### src/rtl/aidc_mode_pkg.sv
// Shared types and defaults for the AIDC mode-switch controller.
package aidc_mode_pkg;

  localparam int unsigned NUM_CH_DEF          = 2;
  localparam int unsigned MAX_OUTSTANDING_DEF = 16;

  // Per-channel mode-switch state.
  typedef enum logic [1:0] {
    STABLE = 2'd0,
    DRAIN  = 2'd1,
    SWITCH = 2'd2
  } aidc_mode_state_t;

  // Width needed to hold 0..max inclusive.
  function automatic int unsigned cnt_width(input int unsigned max_val);
    return $clog2(max_val + 1);
  endfunction

endpackage

### src/rtl/aidc_mode_ctrl_if.sv
// Core-side AXI handshake observations and the request blocks returned to
// the address path, one bit per channel.
interface aidc_mode_ctrl_if #(
  parameter int unsigned NUM_CH = 2
);

  logic [NUM_CH-1:0] aw_hs_i;
  logic [NUM_CH-1:0] b_hs_i;
  logic [NUM_CH-1:0] ar_hs_i;
  logic [NUM_CH-1:0] r_last_hs_i;
  logic [NUM_CH-1:0] aw_block_o;
  logic [NUM_CH-1:0] ar_block_o;

  // Bus side: reports handshakes, honours the blocks.
  modport master (
    output aw_hs_i,
    output b_hs_i,
    output ar_hs_i,
    output r_last_hs_i,
    input  aw_block_o,
    input  ar_block_o
  );

  // Controller side: counts handshakes, drives the blocks.
  modport slave (
    input  aw_hs_i,
    input  b_hs_i,
    input  ar_hs_i,
    input  r_last_hs_i,
    output aw_block_o,
    output ar_block_o
  );

endinterface

### src/rtl/aidc_mode_ch.sv
// One channel: outstanding write/read counters, sticky error flag and the
// STABLE/DRAIN/SWITCH mode-change FSM.
module aidc_mode_ch
  import aidc_mode_pkg::*;
#(
  parameter int unsigned MAX_OUTSTANDING = MAX_OUTSTANDING_DEF,
  parameter int unsigned CNT_WIDTH       = cnt_width(MAX_OUTSTANDING)
) (
  input  logic                 clk,
  input  logic                 rst_n,
  input  logic                 cfg_aidc_on_i,
  input  logic                 aw_hs_i,
  input  logic                 b_hs_i,
  input  logic                 ar_hs_i,
  input  logic                 r_last_hs_i,
  output logic                 aw_block_o,
  output logic                 ar_block_o,
  output logic                 mode_o,
  output logic                 busy_o,
  output logic [CNT_WIDTH-1:0] wr_cnt_o,
  output logic [CNT_WIDTH-1:0] rd_cnt_o,
  output logic                 err_o
);

  localparam logic [CNT_WIDTH-1:0] CNT_MAX = CNT_WIDTH'(MAX_OUTSTANDING);
  localparam logic [CNT_WIDTH-1:0] CNT_ONE = CNT_WIDTH'(1);

  aidc_mode_state_t state_q, state_d;
  logic             mode_q, mode_d;
  logic [CNT_WIDTH-1:0] wr_cnt_q, wr_cnt_d;
  logic [CNT_WIDTH-1:0] rd_cnt_q, rd_cnt_d;
  logic             err_q, err_d;
  logic             wr_err, rd_err;

  // Write counter: saturating up/down, simultaneous inc+dec is a no-op.
  always_comb begin
    wr_cnt_d = wr_cnt_q;
    wr_err   = 1'b0;
    if (aw_hs_i && !b_hs_i) begin
      if (wr_cnt_q == CNT_MAX) wr_err = 1'b1;
      else                     wr_cnt_d = wr_cnt_q + CNT_ONE;
    end else if (b_hs_i && !aw_hs_i) begin
      if (wr_cnt_q == '0) wr_err = 1'b1;
      else                wr_cnt_d = wr_cnt_q - CNT_ONE;
    end
  end

  // Read counter: same rules as the write counter.
  always_comb begin
    rd_cnt_d = rd_cnt_q;
    rd_err   = 1'b0;
    if (ar_hs_i && !r_last_hs_i) begin
      if (rd_cnt_q == CNT_MAX) rd_err = 1'b1;
      else                     rd_cnt_d = rd_cnt_q + CNT_ONE;
    end else if (r_last_hs_i && !ar_hs_i) begin
      if (rd_cnt_q == '0) rd_err = 1'b1;
      else                rd_cnt_d = rd_cnt_q - CNT_ONE;
    end
  end

  // Sticky error: only reset clears it.
  always_comb begin
    err_d = err_q | wr_err | rd_err;
  end

  // Counter and error registers.
  always_ff @(posedge clk or negedge rst_n) begin
    if (!rst_n) begin
      wr_cnt_q <= '0;
      rd_cnt_q <= '0;
      err_q    <= 1'b0;
    end else begin
      wr_cnt_q <= wr_cnt_d;
      rd_cnt_q <= rd_cnt_d;
      err_q    <= err_d;
    end
  end

  // FSM state and effective-mode registers.
  always_ff @(posedge clk or negedge rst_n) begin
    if (!rst_n) begin
      state_q <= STABLE;
      mode_q  <= 1'b0;
    end else begin
      state_q <= state_d;
      mode_q  <= mode_d;
    end
  end

  // Next state: abort beats the quiescence check; mode only loads on the
  // DRAIN->SWITCH transition, which uses the registered counts.
  always_comb begin
    state_d = state_q;
    mode_d  = mode_q;
    unique case (state_q)
      STABLE: begin
        if (cfg_aidc_on_i != mode_q) state_d = DRAIN;
      end
      DRAIN: begin
        if (cfg_aidc_on_i == mode_q) begin
          state_d = STABLE;
        end else if (wr_cnt_q == '0 && rd_cnt_q == '0) begin
          state_d = SWITCH;
          mode_d  = cfg_aidc_on_i;
        end
      end
      SWITCH: begin
        state_d = STABLE;
      end
      default: begin
        state_d = STABLE;
      end
    endcase
  end

  // Outputs are decoded from registered state only.
  always_comb begin
    busy_o     = (state_q != STABLE);
    aw_block_o = busy_o | (wr_cnt_q == CNT_MAX);
    ar_block_o = busy_o | (rd_cnt_q == CNT_MAX);
    mode_o     = mode_q;
    wr_cnt_o   = wr_cnt_q;
    rd_cnt_o   = rd_cnt_q;
    err_o      = err_q;
  end

endmodule

### src/rtl/aidc_mode_ctrl.sv
// Multi-channel AIDC mode-switch controller: drains each channel before
// flipping its compress enable so no burst straddles a mode change.
module aidc_mode_ctrl
  import aidc_mode_pkg::*;
#(
  parameter int unsigned NUM_CH          = NUM_CH_DEF,
  parameter int unsigned MAX_OUTSTANDING = MAX_OUTSTANDING_DEF,
  parameter int unsigned CNT_WIDTH       = $clog2(MAX_OUTSTANDING + 1)
) (
  input  logic                          clk,
  input  logic                          rst_n,
  input  logic [NUM_CH-1:0]             cfg_aidc_on_i,
  aidc_mode_ctrl_if.slave               axi,
  output logic [NUM_CH-1:0]             mode_o,
  output logic [NUM_CH-1:0]             busy_o,
  output logic [NUM_CH*CNT_WIDTH-1:0]   wr_cnt_o,
  output logic [NUM_CH*CNT_WIDTH-1:0]   rd_cnt_o,
  output logic [NUM_CH-1:0]             err_o
);

  logic [NUM_CH-1:0] aw_block;
  logic [NUM_CH-1:0] ar_block;

  for (genvar i = 0; i < NUM_CH; i++) begin : g_ch
    aidc_mode_ch #(
      .MAX_OUTSTANDING (MAX_OUTSTANDING),
      .CNT_WIDTH       (CNT_WIDTH)
    ) u_ch (
      .clk           (clk),
      .rst_n         (rst_n),
      .cfg_aidc_on_i (cfg_aidc_on_i[i]),
      .aw_hs_i       (axi.aw_hs_i[i]),
      .b_hs_i        (axi.b_hs_i[i]),
      .ar_hs_i       (axi.ar_hs_i[i]),
      .r_last_hs_i   (axi.r_last_hs_i[i]),
      .aw_block_o    (aw_block[i]),
      .ar_block_o    (ar_block[i]),
      .mode_o        (mode_o[i]),
      .busy_o        (busy_o[i]),
      .wr_cnt_o      (wr_cnt_o[i*CNT_WIDTH +: CNT_WIDTH]),
      .rd_cnt_o      (rd_cnt_o[i*CNT_WIDTH +: CNT_WIDTH]),
      .err_o         (err_o[i])
    );
  end

  // Route per-channel blocks back onto the bus interface.
  always_comb begin
    axi.aw_block_o = aw_block;
    axi.ar_block_o = ar_block;
  end

endmodule

### src/flat_wrapper.sv
// flat-port wrapper written by rule: the top's interface ports become plain ports
module aidc_mode_ctrl_flat import aidc_mode_pkg::*;
#(
  parameter int unsigned NUM_CH          = NUM_CH_DEF,
  parameter int unsigned MAX_OUTSTANDING = MAX_OUTSTANDING_DEF,
  parameter int unsigned CNT_WIDTH       = $clog2(MAX_OUTSTANDING + 1)
)
  (clk, rst_n, cfg_aidc_on_i, mode_o, busy_o, wr_cnt_o, rd_cnt_o, err_o, axi_aw_hs_i, axi_b_hs_i, axi_ar_hs_i, axi_r_last_hs_i, axi_aw_block_o, axi_ar_block_o);
  aidc_mode_ctrl_if #(.NUM_CH(NUM_CH)) axi_i ();
  input  logic clk;
  input  logic rst_n;
  input  logic [NUM_CH-1:0] cfg_aidc_on_i;
  output logic [NUM_CH-1:0] mode_o;
  output logic [NUM_CH-1:0] busy_o;
  output logic [NUM_CH*CNT_WIDTH-1:0] wr_cnt_o;
  output logic [NUM_CH*CNT_WIDTH-1:0] rd_cnt_o;
  output logic [NUM_CH-1:0] err_o;
  input wire logic [$bits(axi_i.aw_hs_i)-1:0] axi_aw_hs_i;
  input wire logic [$bits(axi_i.b_hs_i)-1:0] axi_b_hs_i;
  input wire logic [$bits(axi_i.ar_hs_i)-1:0] axi_ar_hs_i;
  input wire logic [$bits(axi_i.r_last_hs_i)-1:0] axi_r_last_hs_i;
  output wire logic [$bits(axi_i.aw_block_o)-1:0] axi_aw_block_o;
  output wire logic [$bits(axi_i.ar_block_o)-1:0] axi_ar_block_o;
  assign axi_i.aw_hs_i = axi_aw_hs_i;
  assign axi_i.b_hs_i = axi_b_hs_i;
  assign axi_i.ar_hs_i = axi_ar_hs_i;
  assign axi_i.r_last_hs_i = axi_r_last_hs_i;
  assign axi_aw_block_o = axi_i.aw_block_o;
  assign axi_ar_block_o = axi_i.ar_block_o;
  aidc_mode_ctrl #(.NUM_CH(NUM_CH), .MAX_OUTSTANDING(MAX_OUTSTANDING), .CNT_WIDTH(CNT_WIDTH)) u_core (.clk(clk), .rst_n(rst_n), .cfg_aidc_on_i(cfg_aidc_on_i), .axi(axi_i), .mode_o(mode_o), .busy_o(busy_o), .wr_cnt_o(wr_cnt_o), .rd_cnt_o(rd_cnt_o), .err_o(err_o));
endmodule
### config.mk
export PLATFORM = sky130hd
export DESIGN_NAME = aidc_mode_ctrl_flat
export DESIGN_NICKNAME = d
export VERILOG_FILES = /design/src/rtl/aidc_mode_pkg.sv /design/src/rtl/aidc_mode_ctrl_if.sv /design/src/rtl/aidc_mode_ch.sv /design/src/rtl/aidc_mode_ctrl.sv /design/src/flat_wrapper.sv
export SDC_FILE = /design/constraint.sdc
export NUM_CORES = 1
export LEC_CHECK = 0
export ABC_AREA = 1
export CAP_MARGIN = 10
export CORE_MARGIN = 2
export CORE_UTILIZATION = 50
export CTS_CLUSTER_DIAMETER = 60
export DETAILED_ROUTE_END_ITERATION = 10
export PLACE_DENSITY = 0.85
export SLEW_MARGIN = 20
export SYNTH_ARGS = -nofsm -noshare
export SYNTH_HDL_FRONTEND = slang
export SYNTH_SLANG_ARGS = --single-unit
### constraint.sdc
create_clock -name clk -period 1.6 [get_ports clk]
set_input_delay 0.32 -clock clk [delete_from_list [all_inputs] [get_ports clk]]
set_output_delay 0.32 -clock clk [all_outputs]
set_load 0.02 [all_outputs]
# After elaboration in Yosys (flattened, before gate mapping)
# Index checks and enable logic that the tools add are counted.
[op_classes]
n_addsub = 8
multipliers = 0
n_div = 0
n_lt_le_gt_ge = 0
eq_ne = 22
shift = 0
n_mux = 40
bitwise = 10
reduce_logical = 38
[op_table]
columns = ["cell", "n"]
rows = [
  ["two-way mux 5 bit", 16],
  ["adder 5 x 1 -> 5 bit (second input constant)", 4],
  ["== test 5 bit (second input constant)", 4],
  ["logical NOT 5 bit", 4],
  ["inequality test 2 bit (second input constant)", 10],
  ["subtractor 5 x 1 -> 5 bit (second input constant)", 4],
  ["AND reduction 3 bit", 6],
  ["two-way mux 1 bit", 16],
  ["two-way mux 2 bit", 6],
  ["nonzero test 2 bit", 6],
  ["logical AND 1 bit", 10],
  ["logical NOT 1 bit", 8],
  ["OR 1 bit", 8],
  ["one-hot mux 2 bit (2 select lines)", 2],
  ["inequality test 3 bit (second input constant)", 2],
  ["== test 2 x 1 -> 1 bit (second input constant)", 2],
  ["logical NOT 2 bit", 2],
  ["AND reduction 2 bit", 2],
  ["== test 1 bit", 2],
  ["inequality test 1 bit", 2],
  ["inverter 1 bit", 2],
]
[word_totals]
reg_bits = 28
latch_bits = 0
ram_bits = 0
mem_bits_ro = 0
inputBits = 12
output_inout_bits = 30
elab_cells = 128
n_memories = 0

# Logic depth before layout (Yosys ltp)
[depth]
depth_word = 6
ltp_mapped = 10
depth_no_buf = 10

# Cells and area by module
# A second synthesis with hierarchy kept.
[unflattened]
cells_unflattened = 268
hier_area_um2 = 2092.0
[by_module_without_submodules]
columns = ["module", "n_inst", "cells_each", "area_per_inst_um2", "seq_area_each_um2"]
rows = [
  ["aidc_mode_ch", 2, 134, 1046.0, 350.3],
]

# Worst setup path after synthesis
# Ideal clock, no wire load.
[synth_path]
path_type = "in2reg"
start = "input axi_r_last_hs_i[1]"
end = "register u_core.g_ch[1].u_ch.rd_cnt_q[4]"
setup_ns = 0.117
arrival_ns = 1.477
t_required_ns = 1.483
slack_ns = 0.006
path_stages = 10
n_path_buf = 0
cell_sequence = "inv_1 > ha_1 > inv_1 > ha_1 > a21oi_1 > nand2_1 > nand2_1 > nand2_1 > nand2_1 > nand2_1"
[synth_between]
elab_chain_len = 4
word_cells_on_any_way = 8
cone_classes = "eq/ne (2); mux (1); reduce/logical (5)"
[synth_lines]
columns = ["item", "line", "rtl"]
rows = [
  ["start, declared", "flat_wrapper.sv:21", "input wire logic [$bits(axi_i.r_last_hs_i)-1:0] axi_r_last_hs_i;"],
  ["logical NOT 1 bit", "aidc_mode_ch.sv:52", "if (ar_hs_i && !r_last_hs_i) begin"],
  ["logical AND 1 bit", "aidc_mode_ch.sv:52", ""],
  ["inequality test 2 bit (no source line) or nonzero test 2 bit (tied branches)", "-", ""],
  ["AND reduction 3 bit (no source line)", "-", ""],
  ["end signal, assigned", "aidc_mode_ch.sv:74", "rd_cnt_q <= rd_cnt_d;"],
  ["end, declared", "aidc_mode_ch.sv:31", "logic [CNT_WIDTH-1:0] rd_cnt_q, rd_cnt_d;"],
]
# Several ways; a longest one is shown, not always the timed one.
# A chain may end at the register's enable or synchronous reset.

# Worst setup path after layout
[layout_path]
start = "register u_core.g_ch[1].u_ch.rd_cnt_q[1]"
end = "output axi_ar_block_o[1]"
[layout_between]
elab_chain_len = 2
[layout_lines]
columns = ["item", "line", "rtl"]
rows = [
  ["== test 5 bit", "aidc_mode_ch.sv:120", "ar_block_o = busy_o | (rd_cnt_q == CNT_MAX);"],
  ["OR 1 bit", "aidc_mode_ch.sv:120", ""],
  ["end, declared", "flat_wrapper.sv:23", "output wire logic [$bits(axi_i.ar_block_o)-1:0] axi_ar_block_o;"],
]
# Every way passes these cells.

==> impl_metrics.json <==
{
  "dieHeight_um": 69.8,
  "clock_path_buffers": 2,
  "cp.required_ps": 1280,
  "cts_tree": "yes",
  "netlist_area_mm2": 0.00216,
  "synth_cell_types": 23,
  "grt_pass1_vias": 2134,
  "grt_use_total": 0.233,
  "crit_path_end_kind": "primary output",
  "synth_fp_nets": 311,
  "critPathMaxFanout": 2,
  "skew_ps": 2.88,
  "arrival_ps": 1220,
  "vias_per_cell": 5.05,
  "routed_wl_um": 5600,
  "final_antenna_net_count": 0,
  "ios": 42,
  "grt_pass1_wl_um": 9350,
  "switching_share": 0.467,
  "seqPwrFrac": 0.199,
  "period_minus_slack_ps": 1540,
  "grt_max_degree": 29,
  "maxCapViolations": 0,
  "startpoint_type": "flop",
  "root_buffer": "clkbuf_8",
  "io_buffers": 41,
  "rows": 23,
  "drive_gt1_frac": 0.335,
  "dpl_cell_area_mm2": 0.00295,
  "synth_edf_count": 0,
  "worstHoldPathType": "in -> async",
  "total_power_uw": 6440,
  "worstMarginPinSlew_ps": 360,
  "drv_slew": 0,
  "nets": 405,
  "ys_ff_latch": 28,
  "total_leakage_power_uw": 0.00173,
  "final_hold_viol_count": 0,
  "crit_type": "reg -> out",
  "vias": 2106,
  "synth_warnings": 0,
  "setup_viol": 0,
  "diodes": 0,
  "ctsHoldBuffers": 0,
  "antenna_found_initial": 0,
  "yosys.area.top_type": "dfrtp_1",
  "slew_headroom": 0.760,
  "netlist.area_leader.share": 0.324,
  "drt_iter0_markers": 91,
  "status": "finished clean",
  "p_sw_uw": 3010,
  "gp_congestion": 0.826,
  "ir_drop_uv": 1100,
  "syn2layout_area_growth_pct": 49.9,
  "die_x_um": 69.8,
  "rsz0062_at_grt": "true",
  "tritoncts.num_buffers": 3,
  "wl_per_cell_um": 13.4,
  "dp_hpwl_um": 3900,
  "fp.coreArea_mm2": 0.00409,
  "firstDrtPassIters": 4,
  "whs_ps": 410,
  "post-route-period-util": 0.966,
  "synth_most_common_cell": "nand2_1",
  "ys.flop_type": "dfrtp_1",
  "start_util": 0.529,
  "synth-async-reset-ratio": 1.00,
  "pwr-share-clk": 0.068,
  "synthCells": 274,
  "comb_power_share": 0.733,
  "internal_power_uw": 3440,
  "avgSynthCellArea_um2": 7.89,
  "drc": 0,
  "yosys-top-cells-area": "dfrtp_1 (32%), nand2_1 (14%), ha_1 (12%), inv_1 (5.7%), nand3_1 (4.6%)",
  "cts_max_level": 1,
  "clk_pin_slew_ps": 100,
  "pwr_density_cell_mw_per_mm2": 1990,
  "final_cell_area_mm2": 0.00324,
  "seq_area_frac_synth": 0.324,
  "cts.sinks": 28,
  "dieArea_mm2": 0.00487,
  "fmax_mhz": 647,
  "clkLatencyLatePin_ps": 270,
  "yosys-top-cells-count": "nand2_1 (80), inv_1 (33), dfrtp_1 (28)",
  "grt-ovfl-total": 0
}
## area by class of cell
class / instances / area [um^2]
Sequential cell: 28 / 701
Tap cell: 50 / 62.6
Timing Repair Buffer: 99 / 802
Inverter: 41 / 161
Fill cell: 269 / 846
Clock buffer: 4 / 55.1
Multi-Input combinational cell: 195 / 1460
## state kept, by name, summed over array words and instances, names as in the netlist
register and count:
u_core.g_ch.u_ch.err_o 2, u_core.g_ch.u_ch.mode_o 2, u_core.g_ch.u_ch.rd_cnt_o 10, u_core.g_ch.u_ch.state_q 4, u_core.g_ch.u_ch.wr_cnt_o 10
## cell families after synthesis
logic type / after synthesis / synth area share
adder cells (fa/ha/maj): 25 / 0.159
XOR/XNOR: 14 / 0.0637
buffers and inverters: 51 / 0.106
flip-flops: 28 / 0.324
AND/OR/NAND/NOR: 140 / 0.298
AO/OA/AOI/OAI: 16 / 0.0498
## power by group through the flow
stage	sequential, uW	clock (uW)	combinational, uW
detailed placement	1250	0	4360
global placement	1230	0	4220
finish	1280	441	4720
global route	1320	479	5170
CTS	1250	445	4440
floorplan	1710	0	2060
## layout by cell type, fill, tap and decap left out, types with 2 or more instances in the layout
cell type / instances
o21bai_4: 2
nand3b_1: 4
dlygate4sd2_1: 29
nand4_2: 3
fa_2: 4
nand3_2: 5
nand2_1: 80
nand4_1: 8
xnor2_1: 6
nor2_1: 13
inv_2: 12
clkdlybuf4s50_1: 4
dfrtp_1: 28
nand3_1: 17
buf_2: 2
clkinv_1: 2
xor2_1: 6
o21ai_0: 2
clkbuf_2: 2
nor2_2: 6
buf_6: 2
ha_1: 10
nor2_4: 2
xor2_2: 2
a21oi_2: 2
o21ai_1: 5
inv_1: 25
dlymetal6s2s_1: 3
buf_4: 57
a21oi_4: 3
clkbuf_8: 4
ha_4: 10
## stage by stage
stage	utilization	TNS (ps)	instances	worst slack, ps
after floorplan	-	0	274	6.34
after global placement	0.722	-7750	407	-492
after detailed placement	0.722	-9070	407	-599
after CTS	0.778	-23.1	415	-12.6
after global routing	0.793	-81.5	417	-36.1
final	0.793	0	417	55.1
## critical path, stage by stage (launching register included)
cell	delay (ps)
dfrtp_1	390
nor2_1	150
nand2_1	90
o21ai_1	140
buf_2	180
## metal layers
metal  part of all wire  vias up  global-route usage  wire [um]
met2               0.52       54               0.415       2900
li1                   -     1051                   -          -
met1               0.42      985               0.285       2350
met4              0.026        0               0.100        148
met5                  0        -                   0          0
met3              0.035       16              0.0233        196
## final timing paths
kind	from	end	slack, ps	cells after the start
min in group clk	u_core.g_ch[0].u_ch.err_o	u_core.g_ch[0].u_ch.err_o	480	2
setup reg to reg	u_core.g_ch[1].u_ch.rd_cnt_o[0]	u_core.g_ch[1].u_ch.rd_cnt_o[4]	80	9
hold / removal	rst_n	u_core.g_ch[0].u_ch.rd_cnt_o[4]	410	2
max in group asynchronous	rst_n	u_core.g_ch[1].u_ch.wr_cnt_o[1]	920	2
hold reg to reg	u_core.g_ch[0].u_ch.err_o	u_core.g_ch[0].u_ch.err_o	480	2
setup / recovery	u_core.g_ch[1].u_ch.rd_cnt_o[1]	axi_ar_block_o[1]	60	4
## timing repair
| action | CTS | global route |
|---|---|---|
| hold endpoints to repair | 0 | 0 |
| pin swaps | 3 | 8 |
| setup endpoints to repair | 44 | 17 |
| buffers inserted | 4 | 2 |
| gates resized for setup | 85 | 20 |
No activity file was read; power rests on OpenSTA's default activity.
